[src/rtl/ped_signal.sv]
// Pedestrian crossing signal stage. It follows the vehicle light controller and
// grants WALK only at the start of a clean red phase. A flashing countdown follows WALK.
module ped_signal #(
   parameter int WALK_TIME  = 5,
   parameter int FLASH_TIME = 4
) (
   input  logic       clk,
   input  logic       rst,
   input  logic       red,
   input  logic       yellow,
   input  logic       green,
   input  logic       ped_btn,
   output logic       walk,
   output logic       dont_walk,
   output logic [3:0] countdown,
   output logic       req_pending,
   output logic       fault
);

   typedef enum logic [2:0] {
      ST_IDLE     = 3'd0,
      ST_WAIT_RED = 3'd1,
      ST_WALK     = 3'd2,
      ST_FLASH    = 3'd3,
      ST_HOLD     = 3'd4
   } state_t;

   localparam logic [7:0] WALK_LOAD  = 8'(WALK_TIME - 1);
   localparam logic [3:0] FLASH_LOAD = 4'(FLASH_TIME);

   // Exactly one vehicle lamp lit; anything else is treated as a light fault.
   function automatic logic one_hot3(input logic [2:0] v);
      return (v == 3'b100) || (v == 3'b010) || (v == 3'b001);
   endfunction

   state_t     state_r;
   state_t     state_nxt_s;
   logic       red_q_r;
   logic [7:0] walk_cnt_r;
   logic [7:0] walk_cnt_nxt_s;
   logic [3:0] flash_cnt_r;
   logic [3:0] flash_cnt_nxt_s;
   logic       lights_ok_s;
   logic       red_ok_s;
   logic       red_rise_s;
   logic       req_nxt_s;
   logic       walk_nxt_s;
   logic       dont_walk_nxt_s;
   logic [3:0] countdown_nxt_s;

   assign lights_ok_s = one_hot3({red, yellow, green});
   assign red_ok_s    = red & lights_ok_s;
   assign red_rise_s  = red_ok_s & ~red_q_r;

   // State, counters, red history and all registered outputs.
   always_ff @(posedge clk) begin
      if (rst) begin
         state_r     <= ST_IDLE;
         red_q_r     <= 1'b0;
         walk_cnt_r  <= 8'd0;
         flash_cnt_r <= 4'd0;
         walk        <= 1'b0;
         dont_walk   <= 1'b1;
         countdown   <= 4'd0;
         req_pending <= 1'b0;
         fault       <= 1'b0;
      end else begin
         state_r     <= state_nxt_s;
         red_q_r     <= red_ok_s;
         walk_cnt_r  <= walk_cnt_nxt_s;
         flash_cnt_r <= flash_cnt_nxt_s;
         walk        <= walk_nxt_s;
         dont_walk   <= dont_walk_nxt_s;
         countdown   <= countdown_nxt_s;
         req_pending <= req_nxt_s;
         fault       <= ~lights_ok_s;
      end
   end

   // Next-state selection, including the abort to HOLD whenever a clean red is lost.
   always_comb begin
      state_nxt_s = state_r;
      case (state_r)
         ST_IDLE: begin
            if (req_pending || ped_btn) begin
               state_nxt_s = ST_WAIT_RED;
            end else begin
               state_nxt_s = ST_IDLE;
            end
         end
         ST_WAIT_RED: begin
            if (red_rise_s) begin
               state_nxt_s = ST_WALK;
            end else begin
               state_nxt_s = ST_WAIT_RED;
            end
         end
         ST_WALK: begin
            if (!red_ok_s) begin
               state_nxt_s = ST_HOLD;
            end else if (walk_cnt_r == 8'd0) begin
               state_nxt_s = ST_FLASH;
            end else begin
               state_nxt_s = ST_WALK;
            end
         end
         ST_FLASH: begin
            if (!red_ok_s) begin
               state_nxt_s = ST_HOLD;
            end else if (flash_cnt_r <= 4'd1) begin
               state_nxt_s = ST_HOLD;
            end else begin
               state_nxt_s = ST_FLASH;
            end
         end
         ST_HOLD: begin
            if (red_ok_s) begin
               state_nxt_s = ST_HOLD;
            end else if (req_pending) begin
               state_nxt_s = ST_WAIT_RED;
            end else begin
               state_nxt_s = ST_IDLE;
            end
         end
         default: begin
            state_nxt_s = ST_IDLE;
         end
      endcase
   end

   // Request latch: presses during WALK are ignored; elsewhere a press beats the grant clear.
   always_comb begin
      req_nxt_s = req_pending;
      if (state_r == ST_WALK) begin
         req_nxt_s = req_pending;
      end else if (ped_btn) begin
         req_nxt_s = 1'b1;
      end else if (state_nxt_s == ST_WALK) begin
         req_nxt_s = 1'b0;
      end else begin
         req_nxt_s = req_pending;
      end
   end

   // Output and counter values for the state being entered, registered on the next edge.
   always_comb begin
      walk_nxt_s      = 1'b0;
      dont_walk_nxt_s = 1'b1;
      countdown_nxt_s = 4'd0;
      walk_cnt_nxt_s  = walk_cnt_r;
      flash_cnt_nxt_s = flash_cnt_r;
      case (state_nxt_s)
         ST_WALK: begin
            walk_nxt_s      = 1'b1;
            dont_walk_nxt_s = 1'b0;
            if (state_r != ST_WALK) begin
               walk_cnt_nxt_s = WALK_LOAD;
            end else if (walk_cnt_r != 8'd0) begin
               walk_cnt_nxt_s = walk_cnt_r - 8'd1;
            end else begin
               walk_cnt_nxt_s = 8'd0;
            end
         end
         ST_FLASH: begin
            if (state_r != ST_FLASH) begin
               flash_cnt_nxt_s = FLASH_LOAD;
               dont_walk_nxt_s = 1'b1;
            end else if (flash_cnt_r != 4'd0) begin
               flash_cnt_nxt_s = flash_cnt_r - 4'd1;
               dont_walk_nxt_s = ~dont_walk;
            end else begin
               flash_cnt_nxt_s = 4'd0;
               dont_walk_nxt_s = ~dont_walk;
            end
            countdown_nxt_s = flash_cnt_nxt_s;
         end
         default: begin
            walk_nxt_s      = 1'b0;
            dont_walk_nxt_s = 1'b1;
            countdown_nxt_s = 4'd0;
         end
      endcase
   end

endmodule

[config.mk]
export PLATFORM = sky130hd
export DESIGN_NAME = ped_signal
export DESIGN_NICKNAME = d
export VERILOG_FILES = /design/src/rtl/ped_signal.sv
export SDC_FILE = /design/constraint.sdc
export NUM_CORES = 1
export LEC_CHECK = 0
export CORE_ASPECT_RATIO = 0.9
export CORE_MARGIN = 2
export CORE_UTILIZATION = 40
export CTS_CLUSTER_SIZE = 10
export DETAILED_ROUTE_END_ITERATION = 10
export PLACE_DENSITY = 0.72
export SLEW_MARGIN = 30
export SYNTH_ARGS = -nofsm -noshare
export SYNTH_HDL_FRONTEND = slang
export SYNTH_SLANG_ARGS = --single-unit
[constraint.sdc]
create_clock -name clk -period 4.1 [get_ports clk]
set_input_delay 0.41 -clock clk [delete_from_list [all_inputs] [get_ports clk]]
set_output_delay 0.41 -clock clk [all_outputs]
set_load 0.02 [all_outputs]
==> results of run 1 <==
kinds of logic after synthesis:
| family | count (synthesis) | synth area share (%) |
|---|---|---|
| fa+ha+maj | 1 | 1.021 |
| buf+inv | 12 | 3.983 |
| simple gates | 76 | 35.85 |
| flops | 24 | 39.22 |
| xor+xnor | 1 | 0.7151 |
| compound gates | 34 | 19.21 |
path summary, 6_finish.rpt:
kind / from / end / slack [ns] / depth (start not counted)
max: walk_cnt_r[0] / flash_cnt_r[3] / 1.79 / 7
min: walk_cnt_r[7] / walk_cnt_r[7] / 0.49 / 2
max reg2reg: walk_cnt_r[0] / flash_cnt_r[3] / 1.79 / 7
min reg2reg: walk_cnt_r[7] / walk_cnt_r[7] / 0.49 / 2
Yosys cell counts (3+ instances only):
cell type,number
buf_2,3
clkbuf_1,5
nand2_1,14
nand3_1,6
nor3b_1,3
inv_1,3
o21ai_0,6
a211oi_1,3
and3_1,5
nor3_1,9
nor2_1,15
dfxtp_1,24
a21oi_1,8
stage by stage:
| step | std cells | hold slack, ns | cell area [sq um] | total power (W) |
|---|---|---|---|---|
| after detailed placement | 195 | 0.4694 | 1374 | 0.0002898 |
| final | 199 | 0.4881 | 1426 | 0.0004575 |
| after global placement | 195 | 0.4630 | 1374 | 0.0002888 |
| after floorplan | 148 | 0.4470 | 1225 | 0.0002738 |
| after CTS | 199 | 0.4934 | 1426 | 0.0004615 |
| after global routing | 199 | 0.5145 | 1426 | 0.0004772 |
layout make-up:
cell class	instances	area share, %
sequential	24	33.68
clock inverter	1	2.105
multi-input combinational	112	48.77
timing repair buffer	13	9.123
inverter	4	1.053
tap	42	3.684
clock buffer	3	1.579
cell usage in the layout (no fill, tap or decap), types with 2 or more instances in the layout:
master	count
a211oi_1	3
a21oi_1	8
and3_1	5
clkbuf_4	3
clkdlybuf4s50_1	13
dfxtp_1	24
inv_1	3
nand2_1	14
nand3_1	6
nor2_1	15
nor3_1	9
nor3b_1	3
nor4_1	2
o21ai_0	6
o21ai_1	2
or3_1	2
or3_2	2
or3b_1	2
state kept, by name (all words and copies together) (netlist names), 3 cells and up:
signal / cells
state_r: 3
countdown: 4
walk_cnt_r: 8
flash_cnt_r: 4
worst register-to-register path, cell delays in order, from the launching register on:
cell     delay, ns
dfxtp_1       0.33
inv_1         0.09
ha_1          0.22
or4b_4        0.52
nor4_2        0.34
nor4_1        0.14
or3_1         0.39
and3_1        0.18
report_power, final:
part / internal (W) / switching [W]
Combinational: 0.0000186 / 0.0000247
Sequential: 0.000237 / 0.00000481
Clock: 0.0000988 / 0.0000736
metal layers:
layer | vias to the layer above | GRT usage [%] | routed length, microns
li1 | 564 | - | -
met1 | 541 | 22.50 | 1310
met5 | - | 0 | 0
met2 | 38 | 28.42 | 1278
met3 | 2 | 3.808 | 150
met4 | 0 | 3.175 | 18
==> results.md, run 1 <==
Status:
- The run finished with clean final reports.

Global routing:
- The number of antenna violations at the first check in global routing is 0.
- Entering global routing, the biggest net connects 15 pins.
- For this run, the total global-route usage over all layers was measured as 16.88%.
- The remaining global-route overflow is 0.
- The first global-routing pass estimated approximately 4.8 mm of wire.
- The number of global-route vias before repair is 1031.

Yosys:
- The count of different cell masters after synthesis is 52.
- The mapped cell area is 1225 sq um.
- Ranked by total cell area, the synthesized netlist is headed by dfxtp_1, nor2_1, nand2_1.
- Counting every instance in the synthesized netlist gives around 150.
- Yosys mapped a number of flops with a built-in enable equal to 0.
- The flip-flop cell with the highest count after synthesis is dfxtp_1.
- The async set-or-reset flop fraction in the synthesized netlist is 0%.
- The mean instance size in the synthesized netlist is between 8 and 9 sq um.
- The number of nets handed over by synthesis was 155.
- The register bit count reported by yosys is 24.
- The post-synthesis cell type with the largest combined area is dfxtp_1.
- The count of synthesis-stage warnings from yosys is 0.
- Summed over its instances, the top area cell type makes up 39.22% of the synthesized netlist area.
- The part of the Yosys area used for sequential elements is 39.22%.

STA:
- After routing, the total negative slack on setup checks comes to 0 ns.
- The final worst-path setup slack is 1.792 ns.
- For the finished layout, the period the worst path requires is between 2 and 2.5 ns.
- Setup repair after global routing left no endpoint under its margin.
- At the pin with the least slew margin, the transition time is 0.7088 ns.
- The final worst clock skew is 0.003208 ns.
- The number of hold violations in the final report is 0.
- The count of pins over their slew limit is 0.
- The final count of negative-setup-slack endpoints is 0.
- The worst pin sits at a relative slew slack of a little over half.
- The share of the clock period used by the worst path after layout is 56.29%.
- The highest achievable clock rate is 433.3 MHz.

Clock tree:
- The cell at the root of the clock tree is clkbuf_4.
- The number of hold buffers added after CTS was 0.
- The clock-pin transition on the worst setup and hold timing paths is roughly 0.14 ns.
- The insertion delay to the later sink of the worst-skew pair is 0.32 ns.
- The buffer count from post-CTS setup fixing is 0.
- The number of H-tree levels is 1.
- The number of sinks handled by clock tree synthesis is 24.
- No sink is reached through more buffers than the 2 on the longest clock path.
- Gates resized during post-CTS repair numbered 0.
- TritonCTS built the clock tree.
- Buffers inserted during clock tree synthesis total 3.

Routing:
- For this block, the routed nets add up to 2.758 mm of wire.
- The mean number of vias per cell is approximately 5.8.
- For this block, the via count after detailed routing is 1145.
- The first-pass iteration count of the detailed router is 4.
- In the routed design, unresolved DRC markers number 0.
- For this block, the initial DRC count from the detailed router was 57.
- The final antenna-violating net count is 0.
- Dividing the detail-routed wire length by the instance count gives 13.86 microns.

Floorplanning:
- In this run the vertical extent of the chip is 56.50 microns.
- The die area is 3522 sq um.
- Once the floorplan was initialized, standard cells occupied between 40% and 50% of the core.
- The number of top-level pins is 14.
- The floorplan has 19 rows.
- The core box area is ~3000 sq um.
- Measured along the x axis, the die boundary spans 62.33 microns.

Power:
- VDD sags by at most 0.0002078 V.
- The leakage component of the power is approximately 0.47 nW.
- The total power density per cell area is 320.8 nW/um^2.

Layout:
- In the final layout, the multi-input gates occupy 695.7 sq um.
- The number of diodes added for antenna fixing is 0.
- The share of the core filled with cells in the final layout is 47.62%.
- The area growth from synthesis to layout is 16.45%.
- The filler cell count is 317.
- The post-layout net count is 165.
- In the final layout, the share of cells above drive strength 1 is around a tenth.
- Registers take 480.5 sq um.

Setup path:
- The maximum fanout along the worst path is 5.
- The largest incremental delay on the critical path is 0.52 ns.
- STA classifies the critical path endpoint as a register.
- Walking the worst path, the cells encountered are inv_1, ha_1, or4b_4, nor4_2, nor4_1, or3_1, and3_1.
- The required time reported for the critical path endpoint is 4.33 ns.
- On the critical path, the stage with the largest delay is an instance of or4b_4.
- The start-to-end type of the worst setup path is reg -> reg.
- The number of buffers and inverters on the critical path is 1.
- The worst setup path is launched from a register.
- The kind of cell with the highest combined delay along the critical path is simple AND/OR/NAND/NOR gates.
- STA puts the critical path data arrival time at 2.54 ns.

Flow run:
- The tool flagged a number of max-cap violations equal to 0.

Place:
- The number of buffers added on ports is 13.
- The placed wire-length estimate after detailed placement is 1.994 mm.
- Routability-driven placement finished with a final weighted congestion of 0.8582.
- The placement-stage worst setup slack is 1.500 ns.

Min path:
- The tightest min-delay check is of the reg -> reg type.
No activity file was read; power rests on OpenSTA's default activity.
==> inputs of run 2 (changes only) <==
--- a/config.mk
+++ b/config.mk
@@ -10,7 +10,7 @@
 export CORE_UTILIZATION = 40
 export CTS_CLUSTER_SIZE = 10
 export DETAILED_ROUTE_END_ITERATION = 10
-export PLACE_DENSITY = 0.72
+export PLACE_DENSITY = 0.74
 export SLEW_MARGIN = 30
 export SYNTH_ARGS = -nofsm -noshare
 export SYNTH_HDL_FRONTEND = slang
==> constraint.sdc (replaced) <==
create_clock -name clk -period 2 [get_ports clk]
set_input_delay 0.2 -clock clk [delete_from_list [all_inputs] [get_ports clk]]
set_output_delay 0.2 -clock clk [all_outputs]
set_load 0.02 [all_outputs]
==> results.md, run 2 (synthesized netlist as in run 1, its figures left out) <==
Routing:
- For this run, design rule violations remaining after detail routing come to 0.
- The first-pass iteration count of the detailed router is 5.
- The mean number of vias per cell is around 5.5.
- The routed wire length is 3.381 mm.
- The routed layout has 1258 vias.
- The count of nets left with antenna violations once routing finished came out at 0.
- The average wire per cell in the routed design is ~15 microns.
- For this block, the initial DRC count from the detailed router was 70.

Place:
- The placement-stage worst setup slack is -0.3544 ns.
- The cell area after placement is roughly 1600 sq um.
- Detailed placement finished with a half-perimeter wire length of 2.472 mm.
- The number of buffers added on ports is 13.
- The final weighted congestion in routability-driven placement is 0.8489.

Global routing:
- The number of global-route vias before repair came to between 1000 and 1500.
- The number of antenna violations at the first check in global routing is 0.
- Global routing used 19.68% of the available tracks across all layers.
- The first global-routing pass estimated 5.582 mm of wire.
- After global routing the overflow that remains totals 0.
- Entering global routing, the biggest net connects 15 pins.

STA:
- The number of hold violations in the final report came to 0.
- The final worst clock skew is 0.006986 ns.
- Setup repair after global routing could not meet its margin everywhere.
- The highest achievable clock rate is 484.2 MHz.
- The tightest slew margin relative to the limit is 71.66%.
- For the pin with the worst max-slew slack, the measured transition is 0.4218 ns.
- The count of pins over their slew limit came to 0.
- The share of the clock period used by the worst path after layout is 103.3%.
- The worst hold-check slack is 0.4883 ns.
- The worst path in the final design needs a cycle of 2.065 ns, including I/O delays and setup.
- Adding up every negative setup slack in the final design gives -0.1531 ns.
- Setup violations remaining at the end of the flow were counted as 4.
- In the post-route analysis, the smallest setup slack over all paths is -0.06538 ns.

Min path:
- The path category of the worst min-delay check is reg -> reg.
- The startpoint identified for the worst hold timing path is walk_cnt_r[7].

Layout:
- The register name with the most flops is walk_cnt_r.
- Counting the fill cells in the layout gives 268.
- The post-layout net count is 196.
- The register with the most flip-flops in the layout has 8 of them.
- The area growth from synthesis to layout is 44.74%.
- In the layout the commonest cells are buf_4, dfxtp_1, nand2_1.
- The area of combinational cells with multiple inputs is 802.0 sq um.
- The sequential cell area is approximately 480 sq um.
- The fraction of final layout cells sized beyond drive strength 1 is 36.17%.
- The leading cell type in the layout, fill and taps excluded is buf_4.
- The largest registers in the layout are walk_cnt_r (8), countdown (4), flash_cnt_r (4).
- The post-route cell area is 1773 sq um.
- The number of diodes added for antenna fixing is 0.

Floorplanning:
- The die is 56.50 microns tall.
- The floorplan step set the die width to 62.33 microns.
- The initial standard-cell utilization of the core is 40.89%.
- The number of top-level pins is 14.
- The number of cell rows is 19.
- The die covers 3522 sq um.
- The core box area is 2995 sq um.

Clock tree:
- The number of sinks handled by clock tree synthesis is 24.
- At the later pin of the worst-skew pair, clock insertion delay measures 0.33 ns.
- CTS built an H-tree with a depth of 1.
- The cell at the root of the clock tree is clkbuf_4.
- The clock passes through at most 2 buffers.
- After clock tree synthesis, the clock-pin slew on the worst setup and hold paths is around 0.13 ns.
- Clock tree synthesis inserted a total of 3 buffers.
- The TritonCTS clock tree is yes.

Power:
- The total power density per cell area is between 500 and 600 nW/um^2.
- The post-route total power is 0.0009852 W.
- The highest ir drop seen on vdd is 0.0004132 V.
- The leakage component of the power is 0.6437 nW.

Setup path:
- The critical path's slowest cell is or4_4.
- The timing startpoint of the critical path is walk_cnt_r[1].
- The start-to-end type of the worst setup path is reg -> reg.
- The maximum fanout along the worst path is 3.
- In this run the critical register-to-register path is launched from walk_cnt_r[1].
- The worst setup path is launched from a register.
- Grouping stages by cell kind, the critical path spends the most delay in simple AND/OR/NAND/NOR gates.
- The largest incremental delay on the critical path is 0.52 ns.
- The kind of end point of the critical path is a register.
- The number of buffer and inverter stages on the critical path is 1.
- Data arrives at the worst endpoint at 2.33 ns.
- The most common cell type on the critical path is and3_4.
- The critical path goes through inv_2, ha_4, or4b_4, or4_4, and3_4, and3_4, o21ai_2.
- At the worst endpoint, the required time is 2.26 ns.

Status:
- The final reports fail on negative setup slack.
- The run finished, with violations left.

Flow run:
- The tool flagged a number of max-cap violations equal to 0.
## run 2: layer usage
layer | GRT usage (%) | routed length, microns | share of wire [%]
met5 | 0 | 0 | 0
met4 | 4.762 | 16 | 0.47
met3 | 4.208 | 119 | 3.5
met2 | 35.71 | 1766 | 52
met1 | 23.88 | 1479 | 44
## run 2: path summary, 6_finish.rpt
check / end / slack (ns) / cells past startpoint
setup / recovery: walk_cnt_r[6] / -0.07 / 7
hold / removal: walk_cnt_r[7] / 0.49 / 2
setup reg to reg: walk_cnt_r[6] / -0.07 / 7
hold reg to reg: walk_cnt_r[7] / 0.49 / 2
## run 2: where the power goes
part	switching [W]	total [W]	internal, W	leakage [nW]
combinational	0.0000677	0.000136	0.0000682	0.420
clock	0.000154	0.000357	0.000203	0.0279
sequential	0.00000629	0.000492	0.000486	0.196
## run 2: worst register-to-register path: cells and delay by family (launching register included)
family          cells  cell delay [ns]
flops               1             0.35
buf+inv             1             0.06
fa+ha+maj           1             0.12
compound gates      1             0.11
simple gates        4             1.36
## run 2: metrics by stage
stage               util [%]  instances
floorplan                  -        148
global placement       53.80        223
detailed placement     53.80        223
CTS                    55.97        227
global route           59.19        230
finish                 59.19        230
## run 2: layout make-up
type	count	area share, %
multi-input combinational	112	45.24
sequential	24	27.31
timing repair buffer	44	20.68
tap	42	2.964
clock inverter	1	1.694
clock buffer	3	1.270
inverter	4	0.8469
## run 2: what timing repair did
item | CTS | global route
pin swaps | 4 | 2
setup endpoints to repair | 8 | 12
hold buffers | 0 | 0
gates resized for setup | 4 | 20
setup buffers | 0 | 3
==> inputs of run 3 (changes only) <==
--- a/config.mk
+++ b/config.mk
@@ -7,10 +7,10 @@
 export LEC_CHECK = 0
 export CORE_ASPECT_RATIO = 0.9
 export CORE_MARGIN = 2
-export CORE_UTILIZATION = 40
+export CORE_UTILIZATION = 48
 export CTS_CLUSTER_SIZE = 10
 export DETAILED_ROUTE_END_ITERATION = 10
-export PLACE_DENSITY = 0.74
+export PLACE_DENSITY = 0.85
 export SLEW_MARGIN = 30
 export SYNTH_ARGS = -nofsm -noshare
 export SYNTH_HDL_FRONTEND = slang
==> results.md, run 3 (synthesized netlist as in run 1, its figures left out) <==
Clock tree:
- The TritonCTS buffer count is 3.
- TritonCTS built the clock tree.
- The cell sitting at the root of the clock tree is a clkbuf_4.
- At the later pin of the worst-skew pair, clock insertion delay measures 0.33 ns.
- In this run the post-CTS setup repair buffer count came out at 0.
- The number of sinks handled by clock tree synthesis is 24.
- After clock tree synthesis, the clock-pin slew on the worst setup and hold paths is 0.14 ns.
- The number of H-tree levels is 1.
- The buffer levels on the longest clock path is 2.

Layout:
- Of the cells placed in the final design, the portion with a size suffix greater than 1 is between 30% and 40%.
- The sequential cell area is 483.0 sq um.
- Compared with the post-synthesis result, the final layout area differs by 39.84%.
- Leaving out fill and tap cells, the most frequent cells in the layout are buf_4, dfxtp_1, nand2_1.
- The finished cells cover 1713 sq um.
- The register name with the most flops is walk_cnt_r.
- The filler cell count is 179.
- The number of diodes added for antenna fixing is 0.
- At the end of the flow, the number of nets in the layout was 196.
- The largest registers in the layout are walk_cnt_r (8), countdown (4), flash_cnt_r (4).
- The leading cell type in the layout, fill and taps excluded is buf_4.
- The area of combinational cells with multiple inputs is 777.0 sq um.
- The flip-flop count of the largest register after layout is 8.

Power:
- For this design the static power due to leakage is about 0.63 nW.
- Dividing total power by cell area gives a power density of 526.6 nW/um^2.
- The post-route total power is between 0.0009 and 0.001 W.
- The highest ir drop seen on vdd is 0.0004046 V.

Floorplanning:
- The floorplan step defined a core boundary enclosing 2446 sq um.
- The die extent in x is 57.25 microns.
- The number of top-level pins is 14.
- The number of cell rows is 17.
- The initial standard-cell utilization of the core is 50.08%.
- The die covers 2973 sq um.
- The floorplan step set the die height to 51.93 microns.

STA:
- The final worst clock skew is between 0.001 and 0.0015 ns.
- Adding up every negative setup slack in the final design gives -0.3401 ns.
- The minimum clock period after layout is 2.078 ns.
- Setup repair after global routing could not meet its margin everywhere.
- Setup slack on the critical path of the routed design comes to -0.07846 ns.
- The share of the clock period used by the worst path after layout is 103.9%.
- The highest achievable clock rate is between 400 and 500 MHz.
- The tightest slew margin relative to the limit is 67.13%.
- At the pin with the least slew margin, the transition time is about 0.48 ns.
- The final count of negative-setup-slack endpoints is 7.
- The number of hold violations in the final report was 0.
- The count of pins over their slew limit is 0.

Setup path:
- The critical path goes through inv_2, ha_4, or4b_4, or4_4, and3_4, and3_4, o21ai_2.
- On the worst path, the slowest cell contributes a delay of approximately 0.53 ns.
- The cell that appears most often on the critical path is and3_4.
- The required time reported for the critical path endpoint is 2.28 ns.
- The family with the most delay on the worst path is simple AND/OR/NAND/NOR gates.
- The kind of end point of the critical path is a register.
- The slowest stage of the critical path belongs to the cell or4_4.
- The number of buffer and inverter stages on the critical path is 1.
- The data arrival time of the critical path is 2.36 ns.
- In this run the worst path has a maximum fanout of 3.
- The worst setup path is of the reg -> reg kind.
- The kind of start point of the critical path is a register.

Routing:
- The remaining design rule violation count is 0.
- The detailed router finished its first iteration with 61 violations.
- The final antenna-violating net count is 0.
- The mean number of vias per cell is between 6 and 7.
- The count of vias placed by the detailed router is 1340.
- The average wire per cell in the routed design is approximately 16 microns.
- The first-pass iteration count of the detailed router is 4.
- The routed wire length is about 3.4 mm.

Global routing:
- The number of antenna violations at the first check in global routing was 0.
- Global routing used 25.07% of the available tracks.
- The remaining global-route overflow is 0.
- Entering global routing, the biggest net connects 14 pins.
- The number of global-route vias before repair is around 1300.
- The first global-routing pass estimated 5.602 mm of wire.

Place:
- The number of buffers added on ports is 13.
- The placement-stage worst setup slack is -0.3738 ns.
- Routability-driven placement finished with a final weighted congestion of 0.9249.
- Summed over all nets, the half-perimeter wirelength after detailed placement is ~2.5 mm.
- The cell area after placement is around 1600 sq um.

Min path:
- The path category of the worst min-delay check is reg -> reg.

Status:
- The final reports fail on negative setup slack.
- The run finished, with violations left.

Flow run:
- The max capacitance violation total is 0.
==> run 3: worst reg2reg max path, delay by kind of cell (launching register included) <==
kind                       cells  cell delay (ns)
buffers and inverters          1             0.07
DFF                            1             0.35
and+or+nand+nor                4             1.40
AOI/OAI and AO/OA              1             0.09
adders and majority gates      1             0.13
==> run 3: worst paths after layout <==
kind / startpoint / endpoint / slack, ns / cells past startpoint
max: walk_cnt_r[0] / walk_cnt_r[6] / -0.08 / 7
min reg2reg: walk_cnt_r[4] / walk_cnt_r[4] / 0.49 / 2
min: walk_cnt_r[4] / walk_cnt_r[4] / 0.49 / 2
max reg2reg: walk_cnt_r[0] / walk_cnt_r[6] / -0.08 / 7
==> run 3: stage by stage <==
step / cells / hold slack, ns / util [%]
6_report: 216 / 0.4877 / 70.03
5_1_grt: 216 / 0.5211 / 70.03
4_1_cts: 216 / 0.4976 / 68.24
3_5_place_dp: 212 / 0.4698 / 66.09
3_3_place_gp: 212 / 0.4693 / 66.09
2_1_floorplan: 148 / 0.2956 / -
==> run 3: report_power, final <==
part           leakage, nW  switching, W  internal (W)
Combinational        0.413     0.0000707     0.0000702
Sequential           0.196    0.00000560      0.000486
Clock               0.0210      0.000158      0.000112
Total                0.630      0.000234      0.000668
==> run 3: timing repair <==
action | CTS | global route
setup endpoints to repair | 8 | 18
hold buffers | 0 | 0
pin swaps | 4 | 7
resized for setup | 7 | 11
endpoints found under the hold margin | 0 | 0
==> run 3: per-layer routing <==
| layer | share of wire [%] | vias up | GRT usage [%] |
|---|---|---|---|
| met5 | 0 | - | 0 |
| met4 | 2.7 | 0 | 15.12 |
| met3 | 8.7 | 14 | 4.229 |
| met2 | 48 | 82 | 40.23 |
| met1 | 41 | 616 | 31.55 |
| li1 | - | 628 | - |
==> run 3: final cells by class <==
| type | count | share of cell area, % |
|---|---|---|
| clock buffers | 4 | 2.118 |
| well taps | 28 | 2.045 |
| repair buffers | 44 | 21.40 |
| multi-input cells | 112 | 45.36 |
| inverters | 4 | 0.8766 |
| flip-flops and latches | 24 | 28.20 |
